==> config.mk <==
export PLATFORM = sky130hd
export DESIGN_NAME = sparse_frame_decoder
export DESIGN_NICKNAME = d
export VERILOG_FILES = /design/src/rtl/sparse_frame_decoder.sv
export SDC_FILE = /design/constraint.sdc
export NUM_CORES = 1
export LEC_CHECK = 0
export BUFFER_PORTS_ARGS = -buffer_cell sky130_fd_sc_hd__clkbuf_2
export CAP_MARGIN = 20
export CORE_ASPECT_RATIO = 0.7
export CORE_UTILIZATION = 45
export CTS_CLUSTER_SIZE = 30
export DETAILED_ROUTE_END_ITERATION = 12
export SLEW_MARGIN = 20
export SYNTH_ARGS = -nofsm -noshare
export SYNTH_HDL_FRONTEND = slang
export SYNTH_SLANG_ARGS = --single-unit
==> constraint.sdc <==
create_clock -name clk -period 5.05 [get_ports clk]
set_input_delay 1.01 -clock clk [delete_from_list [all_inputs] [get_ports clk]]
set_output_delay 1.01 -clock clk [all_outputs]
set_load 0.02 [all_outputs]
==> src/rtl/sparse_frame_decoder.sv <==
// Serial frame to sparse address stream converter with a one-frame hold buffer.
// Optional macro SPARSE_DECODER_COUNT_EN adds the frame_count popcount output.
module sparse_frame_decoder #(
    parameter int SIZE = 8,
    localparam int ADDR_W = (SIZE > 1) ? $clog2(SIZE) : 1,
    localparam int CNT_W  = $clog2(SIZE + 1)
) (
    input  logic              clk,
    input  logic              reset,
    input  logic              bit_valid,
    input  logic              bit_in,
    input  logic              frame_start,
    output logic [ADDR_W-1:0] addr_out,
    output logic              addr_valid,
    input  logic              addr_ready,
    output logic              addr_last,
`ifdef SPARSE_DECODER_COUNT_EN
    output logic [CNT_W-1:0]  frame_count,
`endif
    output logic              empty_frame,
    output logic              overflow
);

    typedef enum logic {IDLE, RECV} state_e;

    state_e            state_q, state_d;
    logic [ADDR_W-1:0] cnt_q, cnt_d;
    logic [SIZE-1:0]   shift_q, shift_d;
    logic [SIZE-1:0]   hold_q, hold_d;
    logic              hold_full_q, hold_full_d;
    logic              empty_q, empty_d;
    logic              ovf_q, ovf_d;

    logic              accept, complete, pop, hold_free, load;
    logic [ADDR_W-1:0] idx;
    logic [SIZE-1:0]   frame_w;
    logic [SIZE-1:0]   hold_rest;

    // Lowest set bit of hold; addresses are emitted in ascending order.
    always_comb begin
        addr_out = '0;
        for (int i = SIZE - 1; i >= 0; i--)
            if (hold_q[i]) addr_out = ADDR_W'(i);
    end

    assign hold_rest  = hold_q & (hold_q - SIZE'(1));
    assign addr_valid = hold_full_q;
    assign addr_last  = (hold_q != '0) && (hold_rest == '0);
    assign pop        = hold_full_q & addr_ready;
    assign hold_free  = !hold_full_q || (pop && addr_last);

    assign accept   = bit_valid & (frame_start | (state_q == RECV));
    assign idx      = frame_start ? '0 : cnt_q;
    assign complete = accept && (idx == ADDR_W'(SIZE - 1));

    // A restart discards the partial frame, so the new bit lands on a clean map.
    always_comb begin
        frame_w      = frame_start ? '0 : shift_q;
        frame_w[idx] = bit_in;
    end

    always_comb begin
        state_d = state_q;
        cnt_d   = cnt_q;
        shift_d = shift_q;
        if (accept) begin
            if (complete) begin
                state_d = IDLE;
                cnt_d   = '0;
                shift_d = '0;
            end else begin
                state_d = RECV;
                cnt_d   = idx + ADDR_W'(1);
                shift_d = frame_w;
            end
        end
    end

    always_comb begin
        hold_d      = hold_q;
        hold_full_d = hold_full_q;
        empty_d     = 1'b0;
        ovf_d       = 1'b0;
        load        = 1'b0;
        if (pop) begin
            hold_d = hold_rest;
            if (addr_last) hold_full_d = 1'b0;
        end
        if (complete) begin
            if (frame_w == '0) begin
                empty_d = 1'b1;
            end else if (hold_free) begin
                load        = 1'b1;
                hold_d      = frame_w;
                hold_full_d = 1'b1;
            end else begin
                ovf_d = 1'b1;
            end
        end
    end

    always_ff @(posedge clk or posedge reset) begin
        if (reset) begin
            state_q     <= IDLE;
            cnt_q       <= '0;
            shift_q     <= '0;
            hold_q      <= '0;
            hold_full_q <= 1'b0;
            empty_q     <= 1'b0;
            ovf_q       <= 1'b0;
        end else begin
            state_q     <= state_d;
            cnt_q       <= cnt_d;
            shift_q     <= shift_d;
            hold_q      <= hold_d;
            hold_full_q <= hold_full_d;
            empty_q     <= empty_d;
            ovf_q       <= ovf_d;
        end
    end

    assign empty_frame = empty_q;
    assign overflow    = ovf_q;

`ifdef SPARSE_DECODER_COUNT_EN
    logic [CNT_W-1:0] count_q, count_d, pop_cnt;

    always_comb begin
        pop_cnt = '0;
        for (int i = 0; i < SIZE; i++)
            pop_cnt = pop_cnt + CNT_W'(frame_w[i]);
    end

    // Held with the frame; zero once its last address drains.
    always_comb begin
        count_d = count_q;
        if (load)             count_d = pop_cnt;
        else if (!hold_full_d) count_d = '0;
    end

    always_ff @(posedge clk or posedge reset) begin
        if (reset) count_q <= '0;
        else       count_q <= count_d;
    end

    assign frame_count = count_q;
`else
    logic unused_load;
    assign unused_load = load;
`endif

endmodule
Yosys cells after proc, flatten, opt, wreduce, memory -nomap -nowiden:

Index checks and enable logic that the tools add are counted.

* register bits: 23
* logic and storage cells: 55

* order comparisons: 2
* add/sub/neg operators: 2
* muxes and demuxes: 30
* reductions and logical operators: 9
* bitwise logic cells: 4
* equality and inequality tests: 1

Operators by type and width (number)
* 8-bit two-way mux: 6
* 3-bit two-way mux: 10
* 8-bit zero test: 2
* 1-bit two-way mux: 12
* 8-bit AND: 1
* 8-bit bitwise mux: 1
* 8-bit nonzero test: 1
* 8-bit by 1-bit subtractor with 8-bit output, second input constant: 1
* 1-bit logical AND: 4
* 3-bit by 4-bit < comparator with 1-bit output, second input constant: 1
* 3-bit by 1-bit adder with 3-bit output, second input constant: 1
* 1-bit demux with 3-bit select: 1
* 3-bit equality test, second input constant: 1
* 3-bit by 1-bit greater-or-equal comparator with 1-bit output, second input constant: 1
* 1-bit AND: 2
* 1-bit zero test: 1
* 1-bit logical OR: 1
* 1-bit OR: 1

Longest topological paths before layout:

* word-level depth: 9
* mapped depth: 10
* gate-level depth less buffers: 8

Worst setup path before layout:

OpenSTA, ideal clock, no wires.

* path type: input port to flip-flop
* from: in frame_start
* to: reg hold_q[3]
* arrival time: 2.805 ns
* library setup time: 0.125 ns
* slack: 2.120 ns
* buffers on the path: 2
* cell stages on the path: 10
* required time: 4.925 ns
* path through: buf_2 > clkbuf_1 > nor2b_1 > ha_1 > ha_1 > o211ai_1 > inv_1 > o31ai_4 > a21oi_4 > mux2_4

* cells in the longest elaborated chain, start to end: 9

RTL lines
* start, declared: RTL line 12 `input logic frame_start,`
* 3-bit two-way mux: RTL line 53 `assign idx = frame_start ? '0 : cnt_q;`
* 3-bit by 4-bit < comparator with 1-bit output (not written as such) or 3-bit by 1-bit greater-or-equal comparator with 1-bit output (tied branches): RTL line 59 `frame_w[idx] = bit_in;`
* 1-bit logical AND (not written as such): RTL line 59
* 1-bit two-way mux (not written as such): RTL line 59
* 1-bit demux with 3-bit select: RTL line 59
* 8-bit bitwise mux: RTL line 59
* 8-bit zero test or 8-bit two-way mux (tied branches): RTL line 90, 92
* 8-bit two-way mux: RTL line 90 `if (frame_w == '0) begin`
* 8-bit two-way mux *: RTL line 89 `if (complete) begin`
* via hold_d[3]: RTL line 29 `logic [SIZE-1:0] hold_q, hold_d;`
* end signal, assigned: RTL line 115 `hold_q <= hold_d;`
* end, declared: RTL line 29

Mark *: on every way through the listed nets, which the timed path passes. The rest lies on a longest branch.
A chain may end at the register's enable or synchronous reset.

Worst setup path in the final report:

* from: reg hold_q[3]
* to: out addr_last

* cells in the longest elaborated chain, start to end: 4

RTL lines
* 8-bit by 1-bit subtractor with 8-bit output: RTL line 46 `assign hold_rest = hold_q & (hold_q - SIZE'(1));`
* 8-bit AND: RTL line 46
* 8-bit zero test: RTL line 48 `assign addr_last = (hold_q != '0) && (hold_rest == '0);`
* 1-bit logical AND *: RTL line 48
* end, declared: RTL line 16 `output logic addr_last,`

Mark *: on every way between the ends. The rest lies on a longest branch, timed or not.

==> flow_summary.ini <==
[synth]
ys_warn_count = 0
synth_ff_type = dfrtp_1
synth-edff-count = 0
synthDistinctLibCells = 41
async_flop_share = 1.00
synth-seq-area-share = 0.406
synth_seq_cells = 23
synthesis.instances = 146
synth_nets = 154
synth_area_per_cell_um2 = 9.70
synth_area_um2 = 1420
synthTopCellsByArea = dfrtp_1, mux2i_1, nand2b_1
synth_top_area_share = 0.406
yosys.area.top_type = dfrtp_1

[floorplan]
design.die.area_um2 = 3380
core_area_um2 = 2880
fp.dieW_um = 69.1
die-height_um = 48.9
initial_utilization = 0.491
rows = 16
boundaryPins = 13

[timing]
finalSetupViolCount = 0
fin_skew_ps = 6.31
worst_pin_slew_ps = 806
timing.slew.headroom = 0.462
hold_viol = 0
tns_ps = 0
drv_slew = 0
fmax_mhz = 316
period_share = 0.626
final.min_clock_period_ps = 3160
rsz0062_at_grt = no

[final_layout]
nets = 165
layout_commonest_cell = dfrtp_1
drive_above_1_share = 0.173
final_cell_area_um2 = 1540
syn2layout_area_growth_pct = 8.66
mostFrequentLayoutCells = dfrtp_1, nand2_1, mux2i_1, clkbuf_2, nor2_1
diodes = 0

[power]
swShare = 0.268
seqPwrFrac = 0.549
power.density_nw_per_um2 = 245
combPwrFrac = 0.162
intPower_uw = 276
clkPwrFrac = 0.289
p_sw_uw = 101
worst_ir_drop_vdd_mv = 0.123
p_leak_nw = 0.684

[grt]
antenna_found_initial = 0
grt_pass1_wl_mm = 4.83
grt_max_degree = 24
grt.total_usage = 0.184
overflow = 0
first_global_vias = 992

[hold_path]
worstHoldStart = shift_q[4]$_DFFE_PP0P_
worstHoldPathType = reg -> reg
min_to = shift_q[4]$_DFFE_PP0P_
worstHoldPathCells = 2

[clock_tree]
root_buffer = clkbuf_8
clk_latency_ps = 260
ctsHtreeMaxLevel = 1
postCtsSetupBuffers = 0
path_clk_slew_ps = 80
cts_buffers = 3
cts_sinks = 23
clockBufferDepth = 2
cts_hold_buffers = 0
cts_tree = done
cts-resized-gates = 0

[critical_path]
r2r_end = hold_q[3]$_DFF_PP0_
arrival_ps = 2150
start_kind = flip-flop
cp-end-kind = output pin
cpMaxStageDelayCell = or4_1
reg2reg_depth = 6
r2r_start = hold_q[3]$_DFF_PP0_
cp_cell_sequence = or4_1 > a2111oi_2 > a311o_2 > o21a_1 > clkbuf_2
slowest_delay_ps = 670
path_max_fanout = 8
critPathRequiredTime_ps = 4040
r2r_slack_ps = 2540
critPathKind = reg -> out

[placed_design]
place_congestion = 0.767
io_buffers = 12
placedInstanceArea_um2 = 1490
hpwl_mm = 2.03

[detailed_routing]
drtIter0Drc = 70
via_count = 1048
wl_per_cell_um = 14.0
drt_pass1_iterations = 4
drt.antenna.violating_nets = 0
via_per_inst = 5.46
totalWireLength_mm = 2.70
drc = 0

[job]
drv_cap = 0

[outcome]
status = finished, final reports clean
-- flip-flops by register name, indices dropped and copies added, names as in the netlist --
signal       count
shift_q          8
state_q          1
addr_valid       1
empty_frame      1
hold_q           8
cnt_q            3
overflow         1
-- cell usage after synthesis, types with 2 or more instances --
library cell,count
a21oi_1,6
a22o_1,5
buf_2,4
clkbuf_1,2
dfrtp_1,23
ha_1,2
inv_1,8
mux2i_1,13
nand2_1,14
nand2b_1,9
nand3b_1,3
nor2_1,11
nor2b_1,6
nor3_1,2
nor3b_1,2
nor4_1,2
o21ai_0,8
o31ai_1,3
-- how the worst max path moves through the flow --
stage / start / to / slack (ps) / cells past startpoint
after global placement: frame_start / hold_q[3]$_DFF_PP0_ / 2020 / 7
after CTS: hold_q[3]$_DFF_PP0_ / addr_last / 1890 / 5
after detailed placement: frame_start / hold_q[3]$_DFF_PP0_ / 1960 / 9
after floorplan: frame_start / hold_q[3]$_DFF_PP0_ / 2120 / 10
final: hold_q[3]$_DFF_PP0_ / addr_last / 1890 / 5
after global routing: hold_q[3]$_DFF_PP0_ / addr_last / 1700 / 5
-- power groups by stage --
stage,registers [mW],clock network [mW],logic [mW]
floorplan,0.201,0,0.0575
global placement,0.210,0,0.0615
detailed placement,0.210,0,0.0615
CTS,0.206,0.114,0.0618
global route,0.209,0.121,0.0692
finish,0.207,0.109,0.0610
-- stage by stage --
step                      utilization  hold slack (ps)  total power, mW  setup slack, ps  cells
after global placement          0.518              471            0.271             2020    188
after CTS                       0.534              488            0.383             1890    192
after global routing            0.534              525            0.399             1700    192
after floorplan                     -              441            0.259             2120    146
final                           0.534              483            0.377             1890    192
after detailed placement        0.518              472            0.272             1960    188
-- per-layer routing --
metal  track usage  part of all wire  vias to the layer above
li1              -                 -                      539
met1         0.292              0.57                      481
met2         0.244              0.37                       24
met3        0.0455             0.048                        4
met4        0.0510            0.0070                        0
met5             0                 0                        -
-- critical path: cells and delay by family (launching register included) --
| kind | cells | cell delay, ps |
|---|---|---|
| simple gates | 1 | 670 |
| compound gates | 3 | 610 |
| buf+inv | 1 | 160 |
| flops | 1 | 440 |
-- layout make-up --
cell class	count	area (um2)
fill	268	1340
inverter	8	30.0
multi-input combinational	108	776
tap	36	45.0
sequential	23	576
clock buffer	4	45.0
timing repair buffer	13	67.6
-- cells by family (layout without fill, tap and decap cells) --
group / count (synthesis) / in the layout / share of synthesized area
simple gates: 56 / 56 / 0.221
compound gates: 35 / 35 / 0.200
mux: 14 / 14 / 0.102
flops: 23 / 23 / 0.406
buf+inv: 15 / 25 / 0.0459
fa+ha+maj: 3 / 3 / 0.0247
Power figures use the tool's default switching activity.
